$ cat src/rtl/xsim_bus_responder_pkg.sv
// rtl/xsim_bus_responder_pkg.sv - shared xSimBus encodings and responder state codes
// Purpose : select-mode, read/write and reset encodings of the xSimBus, plus the
//           responder FSM state type.
// Ports   : none (package).
package xsim_bus_responder_pkg;

    localparam int SELECT_MODE_W = 2;

    localparam logic [SELECT_MODE_W-1:0] SELECT_AS_NONE   = 2'b00;
    localparam logic [SELECT_MODE_W-1:0] SELECT_AS_MASTER = 2'b01;
    localparam logic [SELECT_MODE_W-1:0] SELECT_AS_DEVICE = 2'b10;

    localparam logic RW_INOUT_R = 1'b0;
    localparam logic RW_INOUT_W = 1'b1;

    localparam logic RST_ENABLE = 1'b1;

    typedef enum logic [1:0] {
        RESP_IDLE    = 2'b00,
        RESP_WAIT    = 2'b01,
        RESP_ACK     = 2'b10,
        RESP_RELEASE = 2'b11
    } resp_state_e;

    function automatic logic is_device_request(input logic [SELECT_MODE_W-1:0] sel);
        return sel == SELECT_AS_DEVICE;
    endfunction

endpackage

$ cat src/rtl/xsim_bus_responder_if.sv
// rtl/xsim_bus_responder_if.sv - one device slot of the xSimBus
// Purpose : bundles the slot's select/rw/address/data request lines and the
//           responder's data/ready/error return lines.
// Ports   : master modport drives select_in, rw_in, addr_in, data_in;
//           slave modport drives data_out, ready_out, err_out.
interface xsim_bus_responder_if #(
    parameter int DATA_W = 8,
    parameter int ADDR_W = 27
);
    import xsim_bus_responder_pkg::*;

    logic [SELECT_MODE_W-1:0] select_in;
    logic                     rw_in;
    logic [ADDR_W-1:0]        addr_in;
    logic [DATA_W-1:0]        data_in;
    logic [DATA_W-1:0]        data_out;
    logic                     ready_out;
    logic                     err_out;

    modport master (
        output select_in, rw_in, addr_in, data_in,
        input  data_out, ready_out, err_out
    );

    modport slave (
        input  select_in, rw_in, addr_in, data_in,
        output data_out, ready_out, err_out
    );

endinterface

$ cat src/rtl/xsim_resp_regbank.sv
// rtl/xsim_resp_regbank.sv - responder register bank with bus/local write ports
// Purpose : NREGS x DATA_W registers, a bus write port and a local write port
//           (bus wins on the same index), combinational read mux and a flat view.
// Ports   : clk, rst; bus_we/bus_idx/bus_data; hw_we/hw_idx/hw_data;
//           rd_idx -> rd_data; regs_out (reg i at [i*DATA_W +: DATA_W]).
module xsim_resp_regbank
    import xsim_bus_responder_pkg::*;
#(
    parameter  int DATA_W = 8,
    parameter  int NREGS  = 8,
    localparam int IDX_W  = $clog2(NREGS)
) (
    input  logic                    clk,
    input  logic                    rst,
    input  logic                    bus_we,
    input  logic [IDX_W-1:0]        bus_idx,
    input  logic [DATA_W-1:0]       bus_data,
    input  logic                    hw_we,
    input  logic [IDX_W-1:0]        hw_idx,
    input  logic [DATA_W-1:0]       hw_data,
    input  logic [IDX_W-1:0]        rd_idx,
    output logic [DATA_W-1:0]       rd_data,
    output logic [NREGS*DATA_W-1:0] regs_out
);

    logic [DATA_W-1:0] regs_q [NREGS];
    logic [DATA_W-1:0] regs_d [NREGS];

    // Bus write is applied last so it overrides a local write to the same index.
    always_comb begin
        for (int i = 0; i < NREGS; i++) begin
            regs_d[i] = regs_q[i];
            if (hw_we && (hw_idx == IDX_W'(i))) begin
                regs_d[i] = hw_data;
            end
            if (bus_we && (bus_idx == IDX_W'(i))) begin
                regs_d[i] = bus_data;
            end
        end
    end

    always_ff @(posedge clk) begin
        for (int i = 0; i < NREGS; i++) begin
            if (rst == RST_ENABLE) begin
                regs_q[i] <= '0;
            end else begin
                regs_q[i] <= regs_d[i];
            end
        end
    end

    always_comb begin
        rd_data = regs_q[rd_idx];
    end

    always_comb begin
        regs_out = '0;
        for (int i = 0; i < NREGS; i++) begin
            regs_out[i*DATA_W +: DATA_W] = regs_q[i];
        end
    end

endmodule

$ cat src/rtl/xsim_bus_responder.sv
// rtl/xsim_bus_responder.sv - xSimBus device-side endpoint with wait states
// Purpose : decodes this slot's requests, serves them against a local register
//           bank after WAIT_CYCLES wait states and pulses a one-cycle ack.
// Ports   : clk, rst (sync, active-high); bus (slave modport of the slot);
//           hw_we_in/hw_idx_in/hw_data_in local write port; regs_out flat bank view.
module xsim_bus_responder
    import xsim_bus_responder_pkg::*;
#(
    parameter  int DATA_W      = 8,
    parameter  int ADDR_W      = 27,
    parameter  int NREGS       = 8,
    parameter  int WAIT_CYCLES = 2,
    localparam int IDX_W       = $clog2(NREGS)
) (
    input  logic                    clk,
    input  logic                    rst,
    xsim_bus_responder_if.slave     bus,
    input  logic                    hw_we_in,
    input  logic [IDX_W-1:0]        hw_idx_in,
    input  logic [DATA_W-1:0]       hw_data_in,
    output logic [NREGS*DATA_W-1:0] regs_out
);

    resp_state_e       state_q, state_d;
    logic [3:0]        cnt_q, cnt_d;
    logic [ADDR_W-1:0] addr_q, addr_d;
    logic              rw_q, rw_d;
    logic [DATA_W-1:0] wdata_q, wdata_d;
    logic              oor_q, oor_d;
    logic [DATA_W-1:0] data_out_q, data_out_d;
    logic              ready_q, ready_d;
    logic              err_q, err_d;

    logic              request;
    logic              commit;
    logic [ADDR_W-1:0] c_addr;
    logic              c_rw;
    logic [DATA_W-1:0] c_data;
    logic              in_range;
    logic              bus_we;
    logic [DATA_W-1:0] rd_data;

    always_ff @(posedge clk) begin
        if (rst == RST_ENABLE) begin
            state_q    <= RESP_IDLE;
            cnt_q      <= '0;
            addr_q     <= '0;
            rw_q       <= RW_INOUT_R;
            wdata_q    <= '0;
            oor_q      <= 1'b0;
            data_out_q <= '0;
            ready_q    <= 1'b0;
            err_q      <= 1'b0;
        end else begin
            state_q    <= state_d;
            cnt_q      <= cnt_d;
            addr_q     <= addr_d;
            rw_q       <= rw_d;
            wdata_q    <= wdata_d;
            oor_q      <= oor_d;
            data_out_q <= data_out_d;
            ready_q    <= ready_d;
            err_q      <= err_d;
        end
    end

    always_comb begin
        request = is_device_request(bus.select_in);
        state_d = state_q;
        case (state_q)
            RESP_IDLE: begin
                if (request) begin
                    state_d = (WAIT_CYCLES == 0) ? RESP_ACK : RESP_WAIT;
                end
            end
            RESP_WAIT: begin
                // A dropped select wins over an expiring counter.
                if (!request) begin
                    state_d = RESP_IDLE;
                end else if (cnt_q == 4'd1) begin
                    state_d = RESP_ACK;
                end
            end
            RESP_ACK: begin
                state_d = RESP_RELEASE;
            end
            RESP_RELEASE: begin
                if (!request) begin
                    state_d = RESP_IDLE;
                end
            end
            default: begin
                state_d = RESP_IDLE;
            end
        endcase
    end

    always_comb begin
        cnt_d      = cnt_q;
        addr_d     = addr_q;
        rw_d       = rw_q;
        wdata_d    = wdata_q;
        oor_d      = oor_q;
        data_out_d = data_out_q;

        if ((state_q == RESP_IDLE) && request) begin
            addr_d  = bus.addr_in;
            rw_d    = bus.rw_in;
            wdata_d = bus.data_in;
            cnt_d   = 4'(WAIT_CYCLES);
        end else if ((state_q == RESP_WAIT) && (cnt_q != 4'd0)) begin
            cnt_d = cnt_q - 4'd1;
        end

        // With no wait states the commit edge is the request edge itself, so the
        // live bus lines are used instead of the not-yet-latched copies.
        commit   = (state_d == RESP_ACK) && (state_q != RESP_ACK);
        c_addr   = (state_q == RESP_IDLE) ? bus.addr_in : addr_q;
        c_rw     = (state_q == RESP_IDLE) ? bus.rw_in   : rw_q;
        c_data   = (state_q == RESP_IDLE) ? bus.data_in : wdata_q;
        in_range = c_addr < ADDR_W'(NREGS);
        bus_we   = commit && (c_rw == RW_INOUT_W) && in_range;

        if (commit) begin
            oor_d = !in_range;
            if (c_rw == RW_INOUT_R) begin
                data_out_d = in_range ? rd_data : '0;
            end
        end

        ready_d = (state_q == RESP_ACK);
        err_d   = (state_q == RESP_ACK) && oor_q;
    end

    xsim_resp_regbank #(
        .DATA_W (DATA_W),
        .NREGS  (NREGS)
    ) u_regbank (
        .clk      (clk),
        .rst      (rst),
        .bus_we   (bus_we),
        .bus_idx  (c_addr[IDX_W-1:0]),
        .bus_data (c_data),
        .hw_we    (hw_we_in),
        .hw_idx   (hw_idx_in),
        .hw_data  (hw_data_in),
        .rd_idx   (c_addr[IDX_W-1:0]),
        .rd_data  (rd_data),
        .regs_out (regs_out)
    );

    assign bus.data_out  = data_out_q;
    assign bus.ready_out = ready_q;
    assign bus.err_out   = err_q;

endmodule

$ cat src/flat_wrapper.sv
// flat-port wrapper written by rule: the top's interface ports become plain ports
module xsim_bus_responder_flat import xsim_bus_responder_pkg::*;
#(
    parameter  int DATA_W      = 8,
    parameter  int ADDR_W      = 27,
    parameter  int NREGS       = 8,
    parameter  int WAIT_CYCLES = 2,
    localparam int IDX_W       = $clog2(NREGS)
)
  (clk, rst, hw_we_in, hw_idx_in, hw_data_in, regs_out, bus_select_in, bus_rw_in, bus_addr_in, bus_data_in, bus_data_out, bus_ready_out, bus_err_out);
  xsim_bus_responder_if #(.DATA_W(DATA_W), .ADDR_W(ADDR_W)) bus_i ();
  input  logic clk;
  input  logic rst;
  input  logic hw_we_in;
  input  logic [IDX_W-1:0] hw_idx_in;
  input  logic [DATA_W-1:0] hw_data_in;
  output logic [NREGS*DATA_W-1:0] regs_out;
  input wire logic [$bits(bus_i.select_in)-1:0] bus_select_in;
  input wire logic [$bits(bus_i.rw_in)-1:0] bus_rw_in;
  input wire logic [$bits(bus_i.addr_in)-1:0] bus_addr_in;
  input wire logic [$bits(bus_i.data_in)-1:0] bus_data_in;
  output wire logic [$bits(bus_i.data_out)-1:0] bus_data_out;
  output wire logic [$bits(bus_i.ready_out)-1:0] bus_ready_out;
  output wire logic [$bits(bus_i.err_out)-1:0] bus_err_out;
  assign bus_i.select_in = bus_select_in;
  assign bus_i.rw_in = bus_rw_in;
  assign bus_i.addr_in = bus_addr_in;
  assign bus_i.data_in = bus_data_in;
  assign bus_data_out = bus_i.data_out;
  assign bus_ready_out = bus_i.ready_out;
  assign bus_err_out = bus_i.err_out;
  xsim_bus_responder #(.DATA_W(DATA_W), .ADDR_W(ADDR_W), .NREGS(NREGS), .WAIT_CYCLES(WAIT_CYCLES)) u_core (.clk(clk), .rst(rst), .bus(bus_i), .hw_we_in(hw_we_in), .hw_idx_in(hw_idx_in), .hw_data_in(hw_data_in), .regs_out(regs_out));
endmodule
$ cat config.mk
export PLATFORM = sky130hd
export DESIGN_NAME = xsim_bus_responder_flat
export DESIGN_NICKNAME = d
export VERILOG_FILES = /design/src/rtl/xsim_bus_responder_pkg.sv /design/src/rtl/xsim_bus_responder_if.sv /design/src/rtl/xsim_resp_regbank.sv /design/src/rtl/xsim_bus_responder.sv /design/src/flat_wrapper.sv
export SDC_FILE = /design/constraint.sdc
export NUM_CORES = 1
export LEC_CHECK = 0
export BUFFER_PORTS_ARGS = -buffer_cell sky130_fd_sc_hd__buf_2
export CAP_MARGIN = 20
export CORE_MARGIN = 1.5
export CORE_UTILIZATION = 51
export CTS_BUF_LIST = sky130_fd_sc_hd__clkbuf_8
export DETAILED_ROUTE_END_ITERATION = 8
export HOLD_SLACK_MARGIN = 0.12
export PLACE_DENSITY = 0.78
export SYNTH_ARGS = -nofsm -noshare
export SYNTH_HDL_FRONTEND = slang
export SYNTH_SLANG_ARGS = --single-unit
$ cat constraint.sdc
create_clock -name clk -period 2 [get_ports clk]
set_input_delay 0.2 -clock clk [delete_from_list [all_inputs] [get_ports clk]]
set_output_delay 0.2 -clock clk [all_outputs]
set_load 0.1 [all_outputs]
==> impl_metrics.py <==
metrics = {
    "status": {
        "outcome": "complete, but fails checks",
        "violations": "negative setup slack",
    },
    "critical_path": {
        "r2r-end": "u_core.bus.data_out[4]$_SDFFE_PP0P_",
        "startpoint_type": "register",
        "rr_startpoint": "u_core.state_q[1]$_SDFF_PP0_",
        "endpoint_kind": "register",
        "r2r_cells": 6,
        "r2r_slack_ps": -80,
        "critical_path_required_ps": 2350,
        "path_class": "reg -> reg",
        "arrival_ps": 2440,
        "worstPathMaxFanout": 5,
    },
    "logic_synthesis": {
        "synth_nets": 780,
        "async_flop_share_pct": 0,
        "ys_ff_latch": 117,
        "synth_cell_types": 49,
        "yosysWarnings": 0,
        "synth_cells": 726,
        "synth_edf_count": 0,
        "yosysSeqAreaShare_pct": 39.0,
        "yosys_most_used_dff": "dfxtp_1",
        "syn_area_mm2": 0.00601,
        "avgSynthCellArea_um2": 8.28,
    },
    "min_path": {
        "hp-start": "bus_addr_in[1]",
        "hold_depth": 4,
        "hold_path_class": "in -> reg",
        "min_to": "u_core.addr_q[1]$_SDFFE_PP0P_",
    },
    "final_layout": {
        "area_growth_pct": 40.2,
        "area.sequential_mm2": 0.00235,
        "multiInputGateArea_mm2": 0.00399,
        "layout-drive-gt1-share_pct": 38.9,
        "num-fill-cells": 723,
        "diodes": 0,
        "nets": 967,
    },
    "detailed_routing": {
        "dr.pass1.iters": 8,
        "via_per_inst": 6.35,
        "drt_iter0_drc": 945,
        "wirelength_um": 22900,
        "wl_per_cell_um": 21.4,
        "route.detailed.drc": 0,
        "vias": 6788,
        "drtAntennaViolNets": 0,
    },
    "sta": {
        "final-hold-violation-count": 0,
        "clock.fmax_mhz": 480,
        "fin_crit_ps": 2080,
        "setup_viol_count_final": 4,
        "rsz0062_at_grt": "yes",
        "min_period_over_period_pct": 104,
        "holdWs_ps": 157,
        "slew_headroom_pct": 48.7,
        "max_slew.worst_pin.slew_ps": 748,
        "finalMaxSlewViolations": 0,
        "clock_skew_ps": 22.3,
        "setup_ws_ps": -83.6,
    },
    "floorplanning": {
        "die_w_um": 112,
        "rows": 39,
        "io_pins": 126,
        "start_util_pct": 52.4,
        "die_h_um": 112,
        "die_area_mm2": 0.0125,
        "core_mm2": 0.0115,
    },
    "cts": {
        "clk_pin_slew_worst_paths_ps": 70,
        "cts_buffer_depth": 2,
        "cts_inserted_buffers": 17,
        "ctsRootBufferMaster": "clkbuf_8",
        "clock_sinks": 117,
        "cts_tree": "yes",
        "clk-insertion-delay-late_ps": 470,
        "h-tree-depth": 4,
    },
    "pwr": {
        "p_sw_mw": 1.75,
        "peakVddDrop_v": 0.000504,
        "leakage_nw": 3.54,
        "powerDensity_mw_per_mm2": 681,
        "p_sw_share_pct": 30.5,
        "clkPwrFrac_pct": 38.3,
        "p_comb_share_pct": 18.9,
        "seq_power_share_pct": 42.8,
        "p_int_mw": 3.99,
    },
    "global_route": {
        "grt_max_degree": 47,
        "grt.overflow.total": 0,
        "track_usage_pct": 34.1,
        "grt_pass1_wl_um": 33300,
        "antenna_found_initial": 0,
        "globalRouteMet2Util_pct": 53.9,
        "met1_usage_pct": 42.5,
        "first_global_vias": 6483,
        "busiest_layer": "met2",
        "use_met3_pct": 8.38,
    },
    "placement": {
        "gp_congestion": 0.914,
        "hpwl_um": 14400,
        "post-place-ws_ps": -379,
        "numPortBuffers": 125,
    },
    "run": {
        "drv_cap": 0,
    },
}
[sequential cells by signal, summed over array words and instances (netlist names)]
register                 flops
u_core.bus.data_out          8
u_core.addr_q               27
u_core.rw_q                  1
u_core.cnt_q                 4
u_core.oor_q                 1
u_core.u_regbank.regs_q     64
u_core.bus.err_out           1
u_core.bus.ready_out         1
u_core.wdata_q               8
u_core.state_q               2
[per-stage QoR]
stage	setup TNS, ps	total power [mW]	cell area, µm²	utilization [%]	instances
final	-128	5.74	8430	73.5	1069
after global routing	-955	5.90	8430	73.5	1069
after CTS	-132	5.58	8000	69.8	1074
after detailed placement	-9580	3.35	7120	62.1	1007
after global placement	-5520	3.33	7120	62.1	1007
after floorplan	0	3.05	6010	-	726
[cell families after synthesis]
kind of cell / Yosys count / synth area share (%)
AOI/OAI and AO/OA: 144 / 14.6
DFF: 117 / 39.0
xor gates and xnor gates: 3 / 0.437
buffers and inverters: 54 / 3.68
adders and majority gates: 2 / 0.416
and+or+nand+nor: 306 / 23.9
muxes: 100 / 18.0
[power groups by stage]
stage | sequential, mW | combinational (mW) | clock, mW
after global routing | 2.46 | 1.13 | 2.31
after floorplan | 2.68 | 0.369 | 0
after detailed placement | 2.50 | 0.856 | 0
final | 2.46 | 1.08 | 2.20
after global placement | 2.50 | 0.836 | 0
after CTS | 2.45 | 0.943 | 2.19
[final cells by class]
type	count	share of cell area (%)
repair buffers	219	17.9
multi-input cells	555	47.3
inverters	3	0.134
well taps	143	2.12
clock inverters	11	1.28
clock buffers	21	3.43
flip-flops and latches	117	27.9
[layout by cell type (no fill, tap or decap), types with 6 or more instances in the layout]
master and instances:
a211oi_1 8, a211oi_2 8, a211oi_4 9, a21oi_1 81, a21oi_2 8, a22o_1 7, and3_1 20, buf_2 118
buf_4 58, clkbuf_8 21, dfxtp_1 113, dlygate4sd3_1 34, mux2_2 57, mux2_4 8, mux2i_1 32, nand2_1 179
nand2b_1 8, nor2_1 37, nor4_4 6
[how the worst max path moves through the flow]
stage | from | to | slack [ps] | cells past startpoint
3_5_place_dp | u_core.state_q[1]$_SDFF_PP0_ | u_core.bus.data_out[5]$_SDFFE_PP0P_ | -380 | 7
4_1_cts | u_core.state_q[1]$_SDFF_PP0_ | u_core.bus.data_out[5]$_SDFFE_PP0P_ | -60 | 10
5_1_grt | u_core.state_q[1]$_SDFF_PP0_ | u_core.bus.data_out[4]$_SDFFE_PP0P_ | -220 | 9
6_report | u_core.state_q[1]$_SDFF_PP0_ | u_core.bus.data_out[4]$_SDFFE_PP0P_ | -80 | 6
2_1_floorplan | u_core.state_q[1]$_SDFF_PP0_ | u_core.u_regbank.regs_q[6][0]$_SDFFE_PP0P_ | 20 | 7
3_3_place_gp | u_core.state_q[1]$_SDFF_PP0_ | u_core.bus.data_out[5]$_SDFFE_PP0P_ | -340 | 7
[cells in the mapped netlist (7+ instances only)]
cell	instances	area, µm²
clkbuf_1	25	93.8
mux2i_1	35	350
nand2b_1	8	50.1
a2111oi_0	7	61.3
a22o_1	7	61.3
a21oi_1	89	445
a211oi_1	25	188
nand2_1	179	672
buf_2	11	55.1
dfxtp_1	117	2340
nor2_1	38	143
and3_1	24	150
nor4_1	14	87.6
mux2_2	65	732
buf_1	13	48.8
[layer usage]
| metal | up-vias | wire length, µm |
|---|---|---|
| met5 | - | 0 |
| met4 | 0 | 1250 |
| met3 | 145 | 2480 |
| met2 | 532 | 10700 |
| met1 | 3184 | 8500 |
| li1 | 2927 | - |
[critical path, cell delays in order, from the launching register on]
cell and delay (ps):
dfxtp_2 340, or2_4 270, buf_4 160, buf_4 130, mux2i_1 580, a2111oi_1 240
a22o_1 270
[repair_timing]
| action | in CTS | in global routing |
|---|---|---|
| hold buffers | 34 | 0 |
| buffers inserted | 1 | 0 |
| endpoints found under the setup margin | 79 | 72 |
| gates resized for setup | 33 | 82 |
| endpoints found under the hold margin | 34 | 0 |
| cloned | 0 | 1 |
| pin swaps | 3 | 18 |
No activity file was read; power rests on OpenSTA's default activity.
